`config.mk`:
```
export PLATFORM = sky130hd
export DESIGN_NAME = pkt_attr_select_queue_flat
export DESIGN_NICKNAME = d
export VERILOG_FILES = /design/src/rtl/pkt_attr_select_queue_pkg.sv /design/src/rtl/pkt_attr_select_queue_if.sv /design/src/rtl/pkt_attr_select_queue_attr_sync_fifo.sv /design/src/rtl/pkt_attr_select_queue.sv /design/src/flat_wrapper.sv
export SDC_FILE = /design/constraint.sdc
export NUM_CORES = 2
export LEC_CHECK = 0
export ABC_AREA = 1
export CAP_MARGIN = 20
export CORE_MARGIN = 2
export CORE_UTILIZATION = 55
export CTS_CLUSTER_SIZE = 28
export DETAILED_ROUTE_END_ITERATION = 10
export PLACE_DENSITY = 0.84
export SETUP_SLACK_MARGIN = 0.2
export SLEW_MARGIN = 20
export SYNTH_ARGS = -nofsm -noshare
export SYNTH_HDL_FRONTEND = slang
export SYNTH_HIERARCHICAL = 1
export SYNTH_SLANG_ARGS = --single-unit
```
`constraint.sdc`:
```
create_clock -name clk -period 30.7 [get_ports clk]
set_clock_uncertainty 0.05 [all_clocks]
set_input_delay 4.605 -clock clk [delete_from_list [all_inputs] [get_ports clk]]
set_output_delay 4.605 -clock clk [all_outputs]
set_load 0.01 [all_outputs]
```
`src/rtl/pkt_attr_select_queue_pkg.sv`:
```
// Shared definitions for the packet attribute select queue: sizing helpers,
// defaults and the attribute record layout used by downstream consumers.
package pkt_attr_select_queue_pkg;

  function automatic int unsigned clog2(input int unsigned v);
    int unsigned r;
    r = 0;
    while ((32'd1 << r) < v) r = r + 1;
    return r;
  endfunction

  localparam int unsigned DEF_NUM_GROUPS  = 4;
  localparam int unsigned DEF_ATTR_WIDTH  = 135;
  localparam int unsigned DEF_FIFO_DEPTH  = 8;
  localparam int unsigned DEF_CNT_WIDTH   = 32;

  // Attribute record field offsets (LSB first) for the default 135-bit record
  localparam int unsigned OFS_PROTO      = 0;
  localparam int unsigned OFS_SRC_IP     = 8;
  localparam int unsigned OFS_DST_IP     = 40;
  localparam int unsigned OFS_L4_SRC     = 72;
  localparam int unsigned OFS_L4_DST     = 88;
  localparam int unsigned OFS_BYTES      = 104;
  localparam int unsigned OFS_PKT_FLAGS  = 120;
  localparam int unsigned OFS_PRTCL_ID   = 128;
  localparam int unsigned OFS_INPUT_PORT = 132;

  typedef struct packed {
    logic [2:0]  input_port;
    logic [3:0]  prtcl_id;
    logic [7:0]  pkt_flags;
    logic [15:0] bytes;
    logic [15:0] l4_dst;
    logic [15:0] l4_src;
    logic [31:0] dst_ip;
    logic [31:0] src_ip;
    logic [7:0]  proto;
  } attr_t;

endpackage

```
`src/rtl/pkt_attr_select_queue_if.sv`:
```
// Output handshake of the select queue: FWFT head with valid/ready.
interface pkt_attr_select_queue_if #(
  parameter int unsigned ADW = 135,
  parameter int unsigned GW  = 2
);
  logic           out_valid;
  logic           out_ready;
  logic [ADW-1:0] out_data;
  logic [GW-1:0]  out_group_id;

  modport master (output out_valid, output out_data, output out_group_id, input  out_ready);
  modport slave  (input  out_valid, input  out_data, input  out_group_id, output out_ready);
endinterface

```
`src/rtl/pkt_attr_select_queue_attr_sync_fifo.sv`:
```
// First-word-fall-through synchronous FIFO with occupancy counter; a push into
// a full FIFO succeeds when a pop happens in the same cycle.
module attr_sync_fifo
  import pkt_attr_select_queue_pkg::*;
#(
  parameter int unsigned WIDTH = 8,
  parameter int unsigned DEPTH = 8,
  localparam int unsigned PTR_W = clog2(DEPTH),
  localparam int unsigned LVL_W = PTR_W + 1
) (
  input  logic             clk,
  input  logic             reset,
  input  logic             push,
  input  logic [WIDTH-1:0] wdata,
  input  logic             pop,
  output logic [WIDTH-1:0] rdata_c,
  output logic             full_c,
  output logic [LVL_W-1:0] level
);

  logic [WIDTH-1:0] mem [DEPTH];
  logic [PTR_W-1:0] wr_ptr;
  logic [PTR_W-1:0] rd_ptr;
  logic             push_ok;
  logic             pop_ok;

  assign full_c  = (level == LVL_W'(DEPTH));
  assign pop_ok  = pop && (level != '0);
  assign push_ok = push && (!full_c || pop_ok);
  // Empty FIFO presents zero rather than stale storage
  assign rdata_c = (level != '0) ? mem[rd_ptr] : '0;

  always_ff @(posedge clk) begin
    if (push_ok) mem[wr_ptr] <= wdata;
  end

  always_ff @(posedge clk or posedge reset) begin
    if (reset) begin
      wr_ptr <= '0;
      rd_ptr <= '0;
      level  <= '0;
    end else begin
      if (push_ok) wr_ptr <= wr_ptr + PTR_W'(1);
      if (pop_ok)  rd_ptr <= rd_ptr + PTR_W'(1);
      if (push_ok && !pop_ok)      level <= level + LVL_W'(1);
      else if (!push_ok && pop_ok) level <= level - LVL_W'(1);
    end
  end

endmodule

```
`src/rtl/pkt_attr_select_queue.sv`:
```
// Fixed-priority winner select across protocol result groups, buffered in a
// FWFT queue with valid/ready output, plus saturating hit/drop counters.
module pkt_attr_select_queue
  import pkt_attr_select_queue_pkg::*;
#(
  parameter int unsigned NUM_GROUPS           = DEF_NUM_GROUPS,
  parameter int unsigned ATTRIBUTE_DATA_WIDTH = DEF_ATTR_WIDTH,
  parameter int unsigned FIFO_DEPTH           = DEF_FIFO_DEPTH,
  parameter int unsigned CNT_WIDTH            = DEF_CNT_WIDTH,
  localparam int unsigned GID_WIDTH           = clog2(NUM_GROUPS),
  localparam int unsigned LVL_WIDTH           = clog2(FIFO_DEPTH) + 1
) (
  input  logic                                       clk,
  input  logic                                       reset,
  input  logic [NUM_GROUPS-1:0]                      valid_groups_i,
  input  logic [NUM_GROUPS*ATTRIBUTE_DATA_WIDTH-1:0] data_groups_i,
  input  logic [NUM_GROUPS-1:0]                      group_en_i,
  pkt_attr_select_queue_if.master                    out_if,
  output logic [LVL_WIDTH-1:0]                       fifo_level,
  input  logic                                       clr_cnt_i,
  input  logic [GID_WIDTH-1:0]                       hit_cnt_sel_i,
  output logic [CNT_WIDTH-1:0]                       hit_cnt_o,
  output logic [CNT_WIDTH-1:0]                       drop_cnt_o
);

  localparam int unsigned ADW = ATTRIBUTE_DATA_WIDTH;
  localparam int unsigned FW  = GID_WIDTH + ADW;

  logic [NUM_GROUPS-1:0] hit;
  logic                  win_valid;
  logic [GID_WIDTH-1:0]  win_gid;
  logic [ADW-1:0]        win_data;
  logic                  sel_valid;
  logic [GID_WIDTH-1:0]  sel_gid;
  logic [ADW-1:0]        sel_data;
  logic [FW-1:0]         fifo_rdata;
  logic                  fifo_full;
  logic                  pop;
  logic [CNT_WIDTH-1:0]  hit_cnt [NUM_GROUPS];

  // Lowest enabled index wins; scanning downward leaves it as the last write
  always_comb begin
    hit       = valid_groups_i & group_en_i;
    win_valid = 1'b0;
    win_gid   = '0;
    win_data  = '0;
    for (int g = NUM_GROUPS - 1; g >= 0; g--) begin
      if (hit[g]) begin
        win_valid = 1'b1;
        win_gid   = GID_WIDTH'(g);
        win_data  = data_groups_i[g*ADW +: ADW];
      end
    end
  end

  always_ff @(posedge clk or posedge reset) begin
    if (reset) begin
      sel_valid <= 1'b0;
      sel_gid   <= '0;
      sel_data  <= '0;
    end else begin
      sel_valid <= win_valid;
      sel_gid   <= win_gid;
      sel_data  <= win_data;
    end
  end

  assign pop = out_if.out_valid && out_if.out_ready;

  attr_sync_fifo #(
    .WIDTH (FW),
    .DEPTH (FIFO_DEPTH)
  ) u_fifo (
    .clk     (clk),
    .reset   (reset),
    .push    (sel_valid),
    .wdata   ({sel_gid, sel_data}),
    .pop     (pop),
    .rdata_c (fifo_rdata),
    .full_c  (fifo_full),
    .level   (fifo_level)
  );

  assign out_if.out_valid = (fifo_level != '0);
  assign {out_if.out_group_id, out_if.out_data} = fifo_rdata;

  // Hits count at selection time, so dropped winners still count
  always_ff @(posedge clk or posedge reset) begin
    if (reset) begin
      for (int g = 0; g < NUM_GROUPS; g++) hit_cnt[g] <= '0;
      drop_cnt_o <= '0;
    end else if (clr_cnt_i) begin
      for (int g = 0; g < NUM_GROUPS; g++) hit_cnt[g] <= '0;
      drop_cnt_o <= '0;
    end else begin
      if (win_valid && (hit_cnt[win_gid] != '1))
        hit_cnt[win_gid] <= hit_cnt[win_gid] + CNT_WIDTH'(1);
      if (sel_valid && fifo_full && !pop && (drop_cnt_o != '1))
        drop_cnt_o <= drop_cnt_o + CNT_WIDTH'(1);
    end
  end

  always_comb begin
    hit_cnt_o = '0;
    if (32'(hit_cnt_sel_i) < NUM_GROUPS) hit_cnt_o = hit_cnt[hit_cnt_sel_i];
  end

endmodule

```
`src/flat_wrapper.sv`:
```
// flat-port wrapper written by rule: the top's interface ports become plain ports
module pkt_attr_select_queue_flat import pkt_attr_select_queue_pkg::*;
#(
  parameter int unsigned NUM_GROUPS           = DEF_NUM_GROUPS,
  parameter int unsigned ATTRIBUTE_DATA_WIDTH = DEF_ATTR_WIDTH,
  parameter int unsigned FIFO_DEPTH           = DEF_FIFO_DEPTH,
  parameter int unsigned CNT_WIDTH            = DEF_CNT_WIDTH,
  localparam int unsigned GID_WIDTH           = clog2(NUM_GROUPS),
  localparam int unsigned LVL_WIDTH           = clog2(FIFO_DEPTH) + 1
)
  (clk, reset, valid_groups_i, data_groups_i, group_en_i, fifo_level, clr_cnt_i, hit_cnt_sel_i, hit_cnt_o, drop_cnt_o, out_if_out_valid, out_if_out_data, out_if_out_group_id, out_if_out_ready);
  pkt_attr_select_queue_if #(.ADW((135)), .GW((3))) out_if_i ();
  input  logic clk;
  input  logic reset;
  input  logic [NUM_GROUPS-1:0] valid_groups_i;
  input  logic [NUM_GROUPS*ATTRIBUTE_DATA_WIDTH-1:0] data_groups_i;
  input  logic [NUM_GROUPS-1:0] group_en_i;
  output logic [LVL_WIDTH-1:0] fifo_level;
  input  logic clr_cnt_i;
  input  logic [GID_WIDTH-1:0] hit_cnt_sel_i;
  output logic [CNT_WIDTH-1:0] hit_cnt_o;
  output logic [CNT_WIDTH-1:0] drop_cnt_o;
  output wire logic [$bits(out_if_i.out_valid)-1:0] out_if_out_valid;
  output wire logic [$bits(out_if_i.out_data)-1:0] out_if_out_data;
  output wire logic [$bits(out_if_i.out_group_id)-1:0] out_if_out_group_id;
  input wire logic [$bits(out_if_i.out_ready)-1:0] out_if_out_ready;
  assign out_if_out_valid = out_if_i.out_valid;
  assign out_if_out_data = out_if_i.out_data;
  assign out_if_out_group_id = out_if_i.out_group_id;
  assign out_if_i.out_ready = out_if_out_ready;
  pkt_attr_select_queue #(.NUM_GROUPS(NUM_GROUPS), .ATTRIBUTE_DATA_WIDTH(ATTRIBUTE_DATA_WIDTH), .FIFO_DEPTH(FIFO_DEPTH), .CNT_WIDTH(CNT_WIDTH)) u_core (.clk(clk), .reset(reset), .valid_groups_i(valid_groups_i), .data_groups_i(data_groups_i), .group_en_i(group_en_i), .out_if(out_if_i), .fifo_level(fifo_level), .clr_cnt_i(clr_cnt_i), .hit_cnt_sel_i(hit_cnt_sel_i), .hit_cnt_o(hit_cnt_o), .drop_cnt_o(drop_cnt_o));
endmodule
```
==> results_dict.tcl <==
set metrics [dict create \
    outcome "completed" \
    top_layer "met5" \
    reg2reg_from "u_core/u_fifo/level[0]" \
    crit_path_start "hit_cnt_sel_i[0]" \
    grt_max_degree 194 \
    drv_cap 0 \
    yosysMostFrequentCell "nand2_1" \
    worst_pin_slew_ns 1.15 \
    route.met2.wl_mm 96.5 \
    syn_to_final_growth_pct 19.6 \
    end_kind "output pin" \
    yosys.area_share.simple_pct 22.6 \
    routed_wirelength_mm 198 \
    synth_top_area_share_pct 49.4 \
    synthTopCellsByArea "edfxtp_1 49%, dfrtp_1 12%, nand2_1 11%, nand3_1 7.7%, inv_1 7.3%" \
    power.leakage_nw 35.2 \
    stdcell_count 9580 \
    vias 53900 \
    globalRouteOverflowTotal 0 \
    p_seq_share_pct 37.3 \
    p_comb_share_pct 36.9 \
    yosysSeqAreaShare_pct 61.0 \
    vdd_drop_max_uv 97.7 \
    min_period_over_period_pct 38.7 \
    max_freq_ghz 0.0842 \
    hold_start "u_core/hit_cnt[66]" \
    grt_pass1_vias 53000 \
    dieWidth_um 352 \
    critPathLaunchType "primary input" \
    ctsResizeCount 0 \
    post_drt_wl_per_cell_um 20.7 \
    synth_common_cells "1935 x nand2_1, 1294 x inv_1, 1096 x edfxtp_1, 1027 x nand3_1, 408 x nor2_1" \
    synth_area_um2 66600 \
    io_pins 761 \
    grt_usage_pct 31.3 \
    path_buf_inv 5 \
    synth_enable_flop_cells 1096 \
    grt_pass1_wl_mm 301 \
    drc 0 \
    synth-xor-area-share_pct 0.289 \
    cts_tree "yes" \
    worstPathMaxFanout 73 \
    antenna_found_initial 10 \
    gp_congestion 1.02 \
    hpwl_mm 119 \
    critPathSlowestCell "clkdlybuf4s50_1" \
    worstPathRequired_ns 26.05 \
    grt_setup_unrepaired "no" \
    synth_top_family_by_area "simple AND/OR/NAND/NOR gates" \
    clock_power_share_pct 25.8 \
    m1WireLength_mm 73.0 \
    p_switching_mw 2.57 \
    post_cts_buffers 0 \
    final_antenna_net_count 0 \
    rows 127 \
    synth-async-reset-ratio_pct 21.9 \
    synth_fa_ha_area_share_pct 0.162 \
    slew_viol_final 0 \
    num-nets-final 8405 \
    max_stage_delay_ns 0.59 \
    critPathKind "primary input to output pin" \
    cts_hold_buf 0 \
    synth_top_area_cell "edfxtp_1" \
    fillerInstances 8588 \
    layout-drive-gt1-share_pct 4.61 \
    portBuffers 759 \
    synth_cells 7284 \
    hold_class "register to register" \
    setup_viol 0 \
    synth_compound_area_share_pct 5.26 \
    place_inst 9309 \
    ys_types 44 \
    htreeDepth 4 \
    root_buffer "clkbuf_16" \
    post-route-min-period_ns 11.88 \
    hold_viol 0 \
    p_sw_share_pct 37.1 \
    hold_ws_ns 0.452 \
    cp_top_family "buffers and inverters" \
    core_area_um2 120000 \
    clock_path_buffers 3 \
    timing.setup.tns_ns 0 \
    drt-initial-drc-count 5852 \
    dr.pass1.iters 9 \
    dr_wl_met3_mm 19.8 \
    synth_ff_type "edfxtp_1" \
    dieArea_um2 124000 \
    viasPerCell 5.63 \
    path_cells "clkdlybuf4s50_1 -> buf_4 -> inv_2 -> buf_4 -> o21ai_0 -> a21oi_1 -> a21oi_1 -> clkdlybuf4s50_1" \
    yosys-mux-area-fraction_pct 0 \
    fp.dieH_um 352 \
    cts_inserted_buffers 143 \
    ys_warn_count 6 \
    synth_seq_cells 1404 \
    p_int_mw 4.35 \
    crit_arrival_ns 7.23 \
    syn_nets 7846 \
    cts_num_sinks 1404 \
    insertion_delay_ns 0.77 \
    avgSynthCellArea_um2 9.14 \
    initial_utilization_pct 55.5 \
    power.density_nw_per_um2 86.8 \
    maxSlewHeadroom_pct 22.6 \
    clk_pin_slew_ns 0.05 \
]
-- worst register-to-register path, cell delays in order (launching register included) --
cell and delay, ns:
dfrtp_1 0.51, nor2_1 0.10, a21boi_0 0.45, inv_1 0.08, nand4_1 0.15, nand2_1 0.36
nor3_2 0.26, buf_4 0.72, buf_4 0.97
-- through the flow --
stage          power [mW]  area [um^2]  setup WS, ns  util [%]
2_1_floorplan        4.14        66600         15.35         -
3_3_place_gp         5.02        74700         18.95      62.3
3_5_place_dp         5.11        74700         18.86      62.3
4_1_cts              6.90        79600         18.84      66.3
5_1_grt              7.24        79600         18.62      66.4
6_report             6.91        79600         18.82      66.4
-- cell type report --
class                      instances  area (um^2)  area share [%]
sequential                      1404        40600            51.0
multi-input combinational       4143        18900            23.7
timing repair buffer             830         8200            10.3
inverter                        1321         5000            6.28
clock buffer                     188         3920            4.92
tap                             1612         2020            2.53
clock inverter                    75          948            1.19
antenna                            7         17.5          0.0220
-- registers in the layout, summed over array words and instances (netlist names) --
| signal | cells |
|---|---|
| u_core/sel_gid | 2 |
| u_core/drop_cnt_o | 32 |
| u_core/u_fifo/rd_ptr | 3 |
| u_core/hit_cnt | 128 |
| u_core/sel_valid | 1 |
| u_core/u_fifo/mem | 1096 |
| u_core/sel_data | 135 |
| u_core/u_fifo/wr_ptr | 3 |
| u_core/u_fifo/level | 4 |
-- placed cells by master (no fill, tap or decap), drive strengths merged --
cell type | Yosys | layout
o31ai | 3 | 3
inv | 1318 | 1328
conb | 1 | 1
a21boi | 2 | 2
and2 | 1 | 1
fa | 1 | 1
bufinv | 0 | 15
clkdlybuf4s50 | 0 | 757
a221oi | 135 | 135
o21a | 4 | 4
a211oi | 1 | 1
edfxtp | 1096 | 1096
ha | 7 | 7
o21ai | 342 | 342
nand3b | 31 | 31
or2 | 1 | 1
o22ai | 2 | 2
a21oi | 101 | 101
dfrtp | 308 | 308
o21bai | 1 | 1
nand4 | 43 | 43
clkinv | 3 | 48
nand2 | 1948 | 1948
nor2 | 420 | 420
nor3b | 1 | 1
nand3 | 1036 | 1036
nor4 | 4 | 4
diode | 0 | 7
clkbuf | 147 | 188
clkinvlp | 0 | 5
nor3 | 35 | 35
buf | 269 | 73
a31oi | 1 | 1
xnor2 | 5 | 5
xor2 | 17 | 17
-- worst paths after layout --
kind / endpoint / slack, ns / cells past startpoint
min in group asynchronous: u_core/u_fifo/level[0] / 4.52 / 2
min reg2reg: u_core/hit_cnt[66] / 0.45 / 2
max reg2reg: u_core/u_fifo/mem[2][82] / 26.59 / 8
max: hit_cnt_o[15] / 18.82 / 8
min: u_core/hit_cnt[66] / 0.45 / 2
max in group asynchronous: u_core/sel_data[71] / 24.51 / 3
-- power groups by stage --
stage | sequential, mW | combinational, mW | clock [mW]
6_report | 2.58 | 2.55 | 1.78
5_1_grt | 2.61 | 2.75 | 1.88
4_1_cts | 2.58 | 2.52 | 1.80
3_5_place_dp | 2.61 | 2.49 | 0
3_3_place_gp | 2.60 | 2.43 | 0
2_1_floorplan | 2.65 | 1.49 | 0
-- routing by layer --
metal	vias up	GRT usage, %
li1	24600	-
met1	25700	38.9
met4	6	14.8
met2	3050	52.5
met5	-	0
met3	522	6.36
-- cells by family after synthesis --
group,after synthesis
AOI/OAI and AO/OA,592
buffers and inverters,1737
adders and majority gates,8
DFF,1404
xor gates and xnor gates,22
and+or+nand+nor,3520
other,1
Note: power is estimated with default switching activity, not from simulation.
